$ cat config.mk
export PLATFORM = sky130hd
export DESIGN_NAME = dmem_arbiter_flat
export DESIGN_NICKNAME = d
export VERILOG_FILES = /design/src/rtl/dmem_arb_pkg.sv /design/src/rtl/dmem_arbiter_if.sv /design/src/rtl/dmem_starve_ctr.sv /design/src/rtl/dmem_arbiter.sv /design/src/flat_wrapper.sv
export SDC_FILE = /design/constraint.sdc
export NUM_CORES = 1
export LEC_CHECK = 0
export CAP_MARGIN = 20
export CORE_AREA = 2 2 101 103
export DETAILED_ROUTE_END_ITERATION = 8
export DIE_AREA = 0 0 103 105
export DONT_BUFFER_PORTS = 1
export SYNTH_ARGS = -nofsm -noshare
export SYNTH_HDL_FRONTEND = slang
export SYNTH_SLANG_ARGS = --single-unit
$ cat constraint.sdc
create_clock -name clk -period 1.7 [get_ports clk]
set_input_delay 0.255 -clock clk [delete_from_list [all_inputs] [get_ports clk]]
set_output_delay 0.255 -clock clk [all_outputs]
set_load 0.02 [all_outputs]
$ cat src/rtl/dmem_arb_pkg.sv
// Shared types and constants for the data-memory arbiter: FSM state encoding,
// memory geometry and the pipeline-to-memory address helper.
package dmem_arb_pkg;

   localparam int unsigned DMEM_AW = 12;
   localparam int unsigned DMEM_DW = 32;
   localparam int unsigned CNT_W   = 8;

   typedef enum logic [1:0] {
      IDLE    = 2'd0,
      LDR_ACC = 2'd1,
      LDR_RSP = 2'd2
   } arb_state_e;

   // The memory is 4 KiB, so only the low address bits reach the array.
   function automatic logic [DMEM_AW-1:0] to_mem_addr(input logic [31:0] addr);
      return addr[DMEM_AW-1:0];
   endfunction

endpackage

$ cat src/rtl/dmem_arbiter_if.sv
// Bus bundle between pipeline memory stage, loader port and data memory.
// slave = arbiter view, master = environment view.
interface dmem_arbiter_if;
   import dmem_arb_pkg::*;

   logic               pipe_rd;
   logic               pipe_wr;
   logic [31:0]        pipe_addr;
   logic [31:0]        pipe_wdata;
   logic [DMEM_DW-1:0] pipe_rdata;
   logic               pipe_stall;

   logic               ldr_req;
   logic               ldr_we;
   logic [DMEM_AW-1:0] ldr_addr;
   logic [DMEM_DW-1:0] ldr_wdata;
   logic               ldr_ack;
   logic [DMEM_DW-1:0] ldr_rdata;

   logic [DMEM_AW-1:0] mem_addr;
   logic [DMEM_DW-1:0] mem_wdata;
   logic               mem_wr;
   logic               mem_rd;
   logic [DMEM_DW-1:0] mem_rdata;

   modport slave (
      input  pipe_rd, pipe_wr, pipe_addr, pipe_wdata,
      output pipe_rdata, pipe_stall,
      input  ldr_req, ldr_we, ldr_addr, ldr_wdata,
      output ldr_ack, ldr_rdata,
      output mem_addr, mem_wdata, mem_wr, mem_rd,
      input  mem_rdata
   );

   modport master (
      output pipe_rd, pipe_wr, pipe_addr, pipe_wdata,
      input  pipe_rdata, pipe_stall,
      output ldr_req, ldr_we, ldr_addr, ldr_wdata,
      input  ldr_ack, ldr_rdata,
      input  mem_addr, mem_wdata, mem_wr, mem_rd,
      output mem_rdata
   );

endinterface

$ cat src/rtl/dmem_starve_ctr.sv
// Counts consecutive blocked loader cycles and flags when the limit is reached
// so the arbiter can force a loader grant. Clear has priority over increment.
module dmem_starve_ctr
   import dmem_arb_pkg::*;
#(
   parameter int unsigned LIMIT = 8
) (
   input  logic clk,
   input  logic rst,
   input  logic clr,
   input  logic inc,
   output logic limit_hit
);

   localparam logic [CNT_W-1:0] LIMIT_C = CNT_W'(LIMIT);
   localparam logic [CNT_W-1:0] CNT_MAX = {CNT_W{1'b1}};

   logic [CNT_W-1:0] cnt_r;

   // Blocked-cycle counter, saturating so it can never wrap back below the limit
   always_ff @(posedge clk or negedge rst) begin
      if (!rst) begin
         cnt_r <= {CNT_W{1'b0}};
      end else if (clr) begin
         cnt_r <= {CNT_W{1'b0}};
      end else if (inc && (cnt_r != CNT_MAX)) begin
         cnt_r <= cnt_r + {{(CNT_W-1){1'b0}}, 1'b1};
      end
   end

   assign limit_hit = (cnt_r == LIMIT_C);

endmodule

$ cat src/rtl/dmem_arbiter.sv
// Shares the single-ported data memory between the pipeline (priority, combinational
// pass-through) and the loader port. Optional starvation guard: DMEM_ARB_STARVE_EN.
module dmem_arbiter
   import dmem_arb_pkg::*;
#(
   parameter int unsigned STARVE_LIMIT = 8
) (
   input  logic          clk,
   input  logic          rst,
   dmem_arbiter_if.slave bus
);

   arb_state_e         state_r;
   arb_state_e         state_nxt_s;

   logic               pipe_req_s;
   logic               grant_s;
   logic               force_s;

   logic [DMEM_AW-1:0] lat_addr_r;
   logic [DMEM_DW-1:0] lat_wdata_r;
   logic               lat_we_r;
   logic               ldr_ack_r;
   logic [DMEM_DW-1:0] ldr_rdata_r;

   logic [DMEM_AW-1:0] mem_addr_s;
   logic [DMEM_DW-1:0] mem_wdata_s;
   logic               mem_wr_s;
   logic               mem_rd_s;
   logic               pipe_stall_s;

   logic               pipe_addr_unused_s;

   assign pipe_addr_unused_s = ^bus.pipe_addr[31:DMEM_AW];

   assign pipe_req_s = bus.pipe_rd | bus.pipe_wr;
   assign grant_s    = (state_r == IDLE) && bus.ldr_req && (!pipe_req_s || force_s);

`ifdef DMEM_ARB_STARVE_EN
   logic ctr_clr_s;
   logic ctr_inc_s;

   assign ctr_clr_s = grant_s || !bus.ldr_req;
   assign ctr_inc_s = (state_r == IDLE) && bus.ldr_req && pipe_req_s;

   dmem_starve_ctr #(
      .LIMIT     (STARVE_LIMIT)
   ) u_starve_ctr (
      .clk       (clk),
      .rst       (rst),
      .clr       (ctr_clr_s),
      .inc       (ctr_inc_s),
      .limit_hit (force_s)
   );
`else
   logic [CNT_W-1:0] starve_limit_unused_s;

   assign starve_limit_unused_s = CNT_W'(STARVE_LIMIT);
   assign force_s               = 1'b0;
`endif

   // FSM state register
   always_ff @(posedge clk or negedge rst) begin
      if (!rst) begin
         state_r <= IDLE;
      end else begin
         state_r <= state_nxt_s;
      end
   end

   // FSM next-state: one access cycle and one response cycle per loader grant
   always_comb begin
      state_nxt_s = state_r;
      case (state_r)
         IDLE: begin
            if (grant_s) begin
               state_nxt_s = LDR_ACC;
            end else begin
               state_nxt_s = IDLE;
            end
         end
         LDR_ACC: state_nxt_s = LDR_RSP;
         LDR_RSP: state_nxt_s = IDLE;
         default: state_nxt_s = IDLE;
      endcase
   end

   // Loader request capture on grant, so the loader may change fields after ack
   always_ff @(posedge clk or negedge rst) begin
      if (!rst) begin
         lat_addr_r  <= {DMEM_AW{1'b0}};
         lat_wdata_r <= {DMEM_DW{1'b0}};
         lat_we_r    <= 1'b0;
      end else if (grant_s) begin
         lat_addr_r  <= bus.ldr_addr;
         lat_wdata_r <= bus.ldr_wdata;
         lat_we_r    <= bus.ldr_we;
      end
   end

   // Loader response: ack follows the access cycle; read data captured at its end
   always_ff @(posedge clk or negedge rst) begin
      if (!rst) begin
         ldr_ack_r   <= 1'b0;
         ldr_rdata_r <= {DMEM_DW{1'b0}};
      end else begin
         ldr_ack_r <= (state_r == LDR_ACC);
         if ((state_r == LDR_ACC) && !lat_we_r) begin
            ldr_rdata_r <= bus.mem_rdata;
         end
      end
   end

   // Memory port mux: pipeline mirrors through except during the loader access cycle
   always_comb begin
      mem_addr_s   = to_mem_addr(bus.pipe_addr);
      mem_wdata_s  = bus.pipe_wdata;
      mem_wr_s     = bus.pipe_wr;
      mem_rd_s     = bus.pipe_rd;
      pipe_stall_s = 1'b0;
      if (state_r == LDR_ACC) begin
         mem_addr_s   = lat_addr_r;
         mem_wdata_s  = lat_wdata_r;
         mem_wr_s     = lat_we_r;
         mem_rd_s     = !lat_we_r;
         pipe_stall_s = pipe_req_s;
      end else begin
         pipe_stall_s = 1'b0;
      end
   end

   assign bus.mem_addr   = mem_addr_s;
   assign bus.mem_wdata  = mem_wdata_s;
   assign bus.mem_wr     = mem_wr_s;
   assign bus.mem_rd     = mem_rd_s;
   assign bus.pipe_stall = pipe_stall_s;
   assign bus.pipe_rdata = bus.mem_rdata;
   assign bus.ldr_ack    = ldr_ack_r;
   assign bus.ldr_rdata  = ldr_rdata_r;

endmodule

$ cat src/flat_wrapper.sv
// flat-port wrapper written by rule: the top's interface ports become plain ports
module dmem_arbiter_flat import dmem_arb_pkg::*;
#(
   parameter int unsigned STARVE_LIMIT = 8
)
  (clk, rst, bus_pipe_rd, bus_pipe_wr, bus_pipe_addr, bus_pipe_wdata, bus_pipe_rdata, bus_pipe_stall, bus_ldr_req, bus_ldr_we, bus_ldr_addr, bus_ldr_wdata, bus_ldr_ack, bus_ldr_rdata, bus_mem_addr, bus_mem_wdata, bus_mem_wr, bus_mem_rd, bus_mem_rdata);
  dmem_arbiter_if bus_i ();
  input  logic clk;
  input  logic rst;
  input wire logic [$bits(bus_i.pipe_rd)-1:0] bus_pipe_rd;
  input wire logic [$bits(bus_i.pipe_wr)-1:0] bus_pipe_wr;
  input wire logic [$bits(bus_i.pipe_addr)-1:0] bus_pipe_addr;
  input wire logic [$bits(bus_i.pipe_wdata)-1:0] bus_pipe_wdata;
  output wire logic [$bits(bus_i.pipe_rdata)-1:0] bus_pipe_rdata;
  output wire logic [$bits(bus_i.pipe_stall)-1:0] bus_pipe_stall;
  input wire logic [$bits(bus_i.ldr_req)-1:0] bus_ldr_req;
  input wire logic [$bits(bus_i.ldr_we)-1:0] bus_ldr_we;
  input wire logic [$bits(bus_i.ldr_addr)-1:0] bus_ldr_addr;
  input wire logic [$bits(bus_i.ldr_wdata)-1:0] bus_ldr_wdata;
  output wire logic [$bits(bus_i.ldr_ack)-1:0] bus_ldr_ack;
  output wire logic [$bits(bus_i.ldr_rdata)-1:0] bus_ldr_rdata;
  output wire logic [$bits(bus_i.mem_addr)-1:0] bus_mem_addr;
  output wire logic [$bits(bus_i.mem_wdata)-1:0] bus_mem_wdata;
  output wire logic [$bits(bus_i.mem_wr)-1:0] bus_mem_wr;
  output wire logic [$bits(bus_i.mem_rd)-1:0] bus_mem_rd;
  input wire logic [$bits(bus_i.mem_rdata)-1:0] bus_mem_rdata;
  assign bus_i.pipe_rd = bus_pipe_rd;
  assign bus_i.pipe_wr = bus_pipe_wr;
  assign bus_i.pipe_addr = bus_pipe_addr;
  assign bus_i.pipe_wdata = bus_pipe_wdata;
  assign bus_pipe_rdata = bus_i.pipe_rdata;
  assign bus_pipe_stall = bus_i.pipe_stall;
  assign bus_i.ldr_req = bus_ldr_req;
  assign bus_i.ldr_we = bus_ldr_we;
  assign bus_i.ldr_addr = bus_ldr_addr;
  assign bus_i.ldr_wdata = bus_ldr_wdata;
  assign bus_ldr_ack = bus_i.ldr_ack;
  assign bus_ldr_rdata = bus_i.ldr_rdata;
  assign bus_mem_addr = bus_i.mem_addr;
  assign bus_mem_wdata = bus_i.mem_wdata;
  assign bus_mem_wr = bus_i.mem_wr;
  assign bus_mem_rd = bus_i.mem_rd;
  assign bus_i.mem_rdata = bus_mem_rdata;
  dmem_arbiter #(.STARVE_LIMIT(STARVE_LIMIT)) u_core (.clk(clk), .rst(rst), .bus(bus_i));
endmodule
# --- Word-level counts from Yosys, hierarchy flattened ---
# Index checks and enable logic that the tools add are counted.
totals:
  register_bits: 80
  inputBits: 146
  out_inout_bits: 112
op_classes:
  eq_ne: 1
  mux: 7
  n_bitwise: 1
  n_reduce_logical: 6
op_table:
  columns: ["cell", "n"]
  rows:
  - ["$mux 32", 1]
  - ["$mux 12", 1]
  - ["$mux 1", 4]
  - ["$pmux 2 s2", 1]
  - ["$logic_and 1x1->1", 3]
  - ["$eq 2x1->1 const B", 1]
  - ["$logic_not 1->1", 2]
  - ["$logic_not 2->1", 1]
  - ["$or 1x1->1", 1]

# --- Longest topological paths before layout ---
logic_depth:
  word_depth: 5
  depth_mapped: 5

# --- Worst setup path after synthesis ---
# No wires, ideal clock.
synth_timing:
  path_kind: "reg2out"
  startpoint: "register u_core.bus.ldr_ack (netlist name)"
  endpoint: "output port bus_mem_addr[0]"
  arrival_time_ps: 1321
  path_slack_ps: 124
  path_stages_with_launch: 6
  path_buffers: 2
  cell_sequence: "dfrtp_1 -> nand2b_4 -> buf_2 -> buf_1 -> nand2_1 -> nand2_1"
synth_lines:
  columns: ["element", "line", "text"]
  rows:
  - ["to (decl)", "flat_wrapper.sv:22", "output wire logic [$bits(bus_i.mem_addr)-1:0] bus_mem_addr;"]

==> impl_metrics.csv <==
group,metric,value,unit
routing,dr.pass1.iters,4,
setup_path,r2r_cells,5,
global_routing,grt_pass1_wl,12200,um
die,die_x,103,um
die,die_height,105,um
pwr,irDropWorstVdd,0.429,mV
die,start_util,0.409,
global_routing,grt_pass1_vias,2339,
timing,worst_slack,4.73,ps
clock_tree,ctsLongestPathBuffers,2,
placement,dp.cells,441,
cells_and_area,syn2layout_area_growth,11.7,%
setup_path,r2r_start,"u_core.bus.ldr_ack",
synthesis,synth_seq_area_share,0.501,
status,run_status,"complete, but fails checks",
timing,hold_slack,-407,ps
timing,finalMaxSlewViolations,0,
timing,setup-tns-final,0,ps
timing,clock-skew-final,12.9,ps
routing,wl_per_cell,18.2,um
routing,vias,2316,
die,ioPinCount,258,
routing,drtIter0Drc,36,
setup_path,reg2reg_slack,130,ps
synthesis,synthCells,347,
clock_tree,cts_tree,"yes",
routing,ant_nets,0,
clock_tree,clock_sinks,79,
synthesis,syn-cell-area,3940,um^2
setup_path,worst-path-max-fanout,7,
setup_path,r2r-end,"u_core.lat_wdata_r[31]",
cells_and_area,n_fill_cell,919,
timing,rsz0062_at_grt,"true",
setup_path,path_buf_inv,3,
setup_path,required,1440,ps
cells_and_area,diodes,0,
setup_path,critPathSlowestCell,"dfrtp_1",
cells_and_area,most-common-layout-cells,"nand2_1 (83), dfrtp_1 (79), mux2_4 (39), nand2_2 (38), mux2_2 (38)",
hold_path,hold_path_class,"in -> async",
pwr,power,5.66,mW
setup_path,path_cells,"nand2b_4 > inv_8 > buf_12 > nor2_4 > nor2_2 > buf_4",
setup_path,path_class,"reg -> out",
clock_tree,cts_buffers,9,
pwr,power.density,1280,nW/um^2
setup_path,crit_path_max_incr_delay,390,ps
global_routing,grt_overflow,0,
timing,maxSlewHeadroom,0.843,
cells_and_area,drive_gt1_frac,0.505,
setup_path,path_depth,6,
cells_and_area,final_nets,474,
timing,hold_viol,79,
setup_path,start_kind,"flop",
placement,io_buffers,0,
synthesis,ys.warnings.count,0,
placement,hpwlAfterDp,5620,um
synthesis,syn_nets,493,
die,dieArea,10800,um^2
job,drv_cap,0,
placement,pre_cts_ws,195,ps
routing,wirelength,8500,um
global_routing,antenna_found_initial,0,
routing,via_per_inst,4.97,
synthesis,avgSynthCellArea,11.4,um^2
pwr,p_leak,2.05,nW
placement,gp_congestion,0.704,
timing,fmax,0.590,GHz
setup_path,cp-end-kind,"output pin",
clock_tree,cts_root_buffer,"clkbuf_8",
clock_tree,cts.clk_slew.worst_paths,90,ps
die,rows,36,
global_routing,grt_max_degree,80,
timing,finalSetupViolCount,0,
synthesis,synth_cell_types,16,
global_routing,grtUsageTotal,0.149,
cells_and_area,finalNonFillerCells,466,
timing,fin_crit_sh,0.997,
synthesis,synth-seq-cells,79,
timing,fin_crit,1700,ps
routing,drc,0,
timing,worst_pin_slew,236,ps
setup_path,arrival,1440,ps
status,violations,"hold timing",
setup_path,crit_family,"flip-flops",
clock_tree,h-tree-depth,3,
cells_and_area,layout_commonest_cell,"nand2_1",
die,coreArea,9640,um^2
clock_tree,worstSkewPairLatency,340,ps
[worst reg2reg max path: stages (launching register included)]
cell and delay, ps:
dfrtp_1 390, buf_4 140, nor2_1 70, and3_2 250
buf_12 220, mux2_2 380
[synthesized netlist by cell type (all sizes together)]
cell type	count	area [um^2]
and3	1	6.26
nand2	132	495
a21o	1	7.51
buf	46	389
mux2	77	1010
dfrtp	79	1980
nand2b	1	13.8
clkbuf	3	11.3
nor2	6	25.0
inv	1	3.75
[cell type report]
| cell class | count | area, um^2 | share of cell area |
|---|---|---|---|
| Sequential cell | 79 | 1980 | 0.449 |
| Timing Repair Buffer | 19 | 280 | 0.0636 |
| Clock buffer | 10 | 138 | 0.0313 |
| Tap cell | 133 | 166 | 0.0378 |
| Clock inverter | 6 | 68.8 | 0.0156 |
| Inverter | 1 | 11.3 | 0.00256 |
| Multi-Input combinational cell | 218 | 1760 | 0.400 |
[cell families after synthesis]
| logic type | count (synthesis) | share of synthesized area |
|---|---|---|
| buffers and inverters | 50 | 0.103 |
| DFF | 79 | 0.501 |
| muxes | 77 | 0.257 |
| and+or+nand+nor | 140 | 0.137 |
| AOI/OAI and AO/OA | 1 | 0.00190 |
[flip-flops by register name, indices dropped and copies added (netlist names)]
name / flops
u_core.lat_we_r: 1
u_core.state_r: 1
u_core.lat_wdata_r: 32
u_core.lat_addr_r: 12
u_core.bus.ldr_rdata: 32
u_core.bus.ldr_ack: 1
[report_power, final]
group	switching [mW]	total [mW]	internal, mW
registers	0.724	3.14	2.42
clock network	0.705	1.43	0.726
logic	0.434	1.09	0.652
total	1.86	5.66	3.80
[layer usage]
metal,vias to the layer above,track usage,wire (um)
met4,0,0.0498,70
met5,-,0,0
met1,1158,0.168,3260
met2,111,0.264,4620
met3,4,0.0448,560
li1,1043,-,-
[stage by stage]
step	cell area [um^2]	utilization
final	4400	0.457
after global routing	4400	0.457
after CTS	4250	0.441
after detailed placement	3830	0.398
after global placement	3830	0.398
after floorplan	3940	-
[what timing repair did]
action | in CTS | in global routing
cloned | 2 | 1
pin swaps | 1 | 11
buffers inserted | 2 | 4
hold endpoints to repair | 79 | 79
gates resized for setup | 51 | 24
setup endpoints to repair | 46 | 46
[worst max-delay path by stage]
stage	startpoint	to	slack (ps)
floorplan	u_core.bus.ldr_ack	bus_mem_addr[0]	120
global placement	u_core.bus.ldr_ack	bus_mem_wdata[20]	250
detailed placement	u_core.bus.ldr_ack	bus_mem_wdata[20]	200
CTS	u_core.bus.ldr_ack	bus_mem_wr	-40
global route	u_core.bus.ldr_ack	bus_mem_wr	-80
finish	u_core.bus.ldr_ack	bus_mem_wr	5
(Power assumes the default switching activity.)
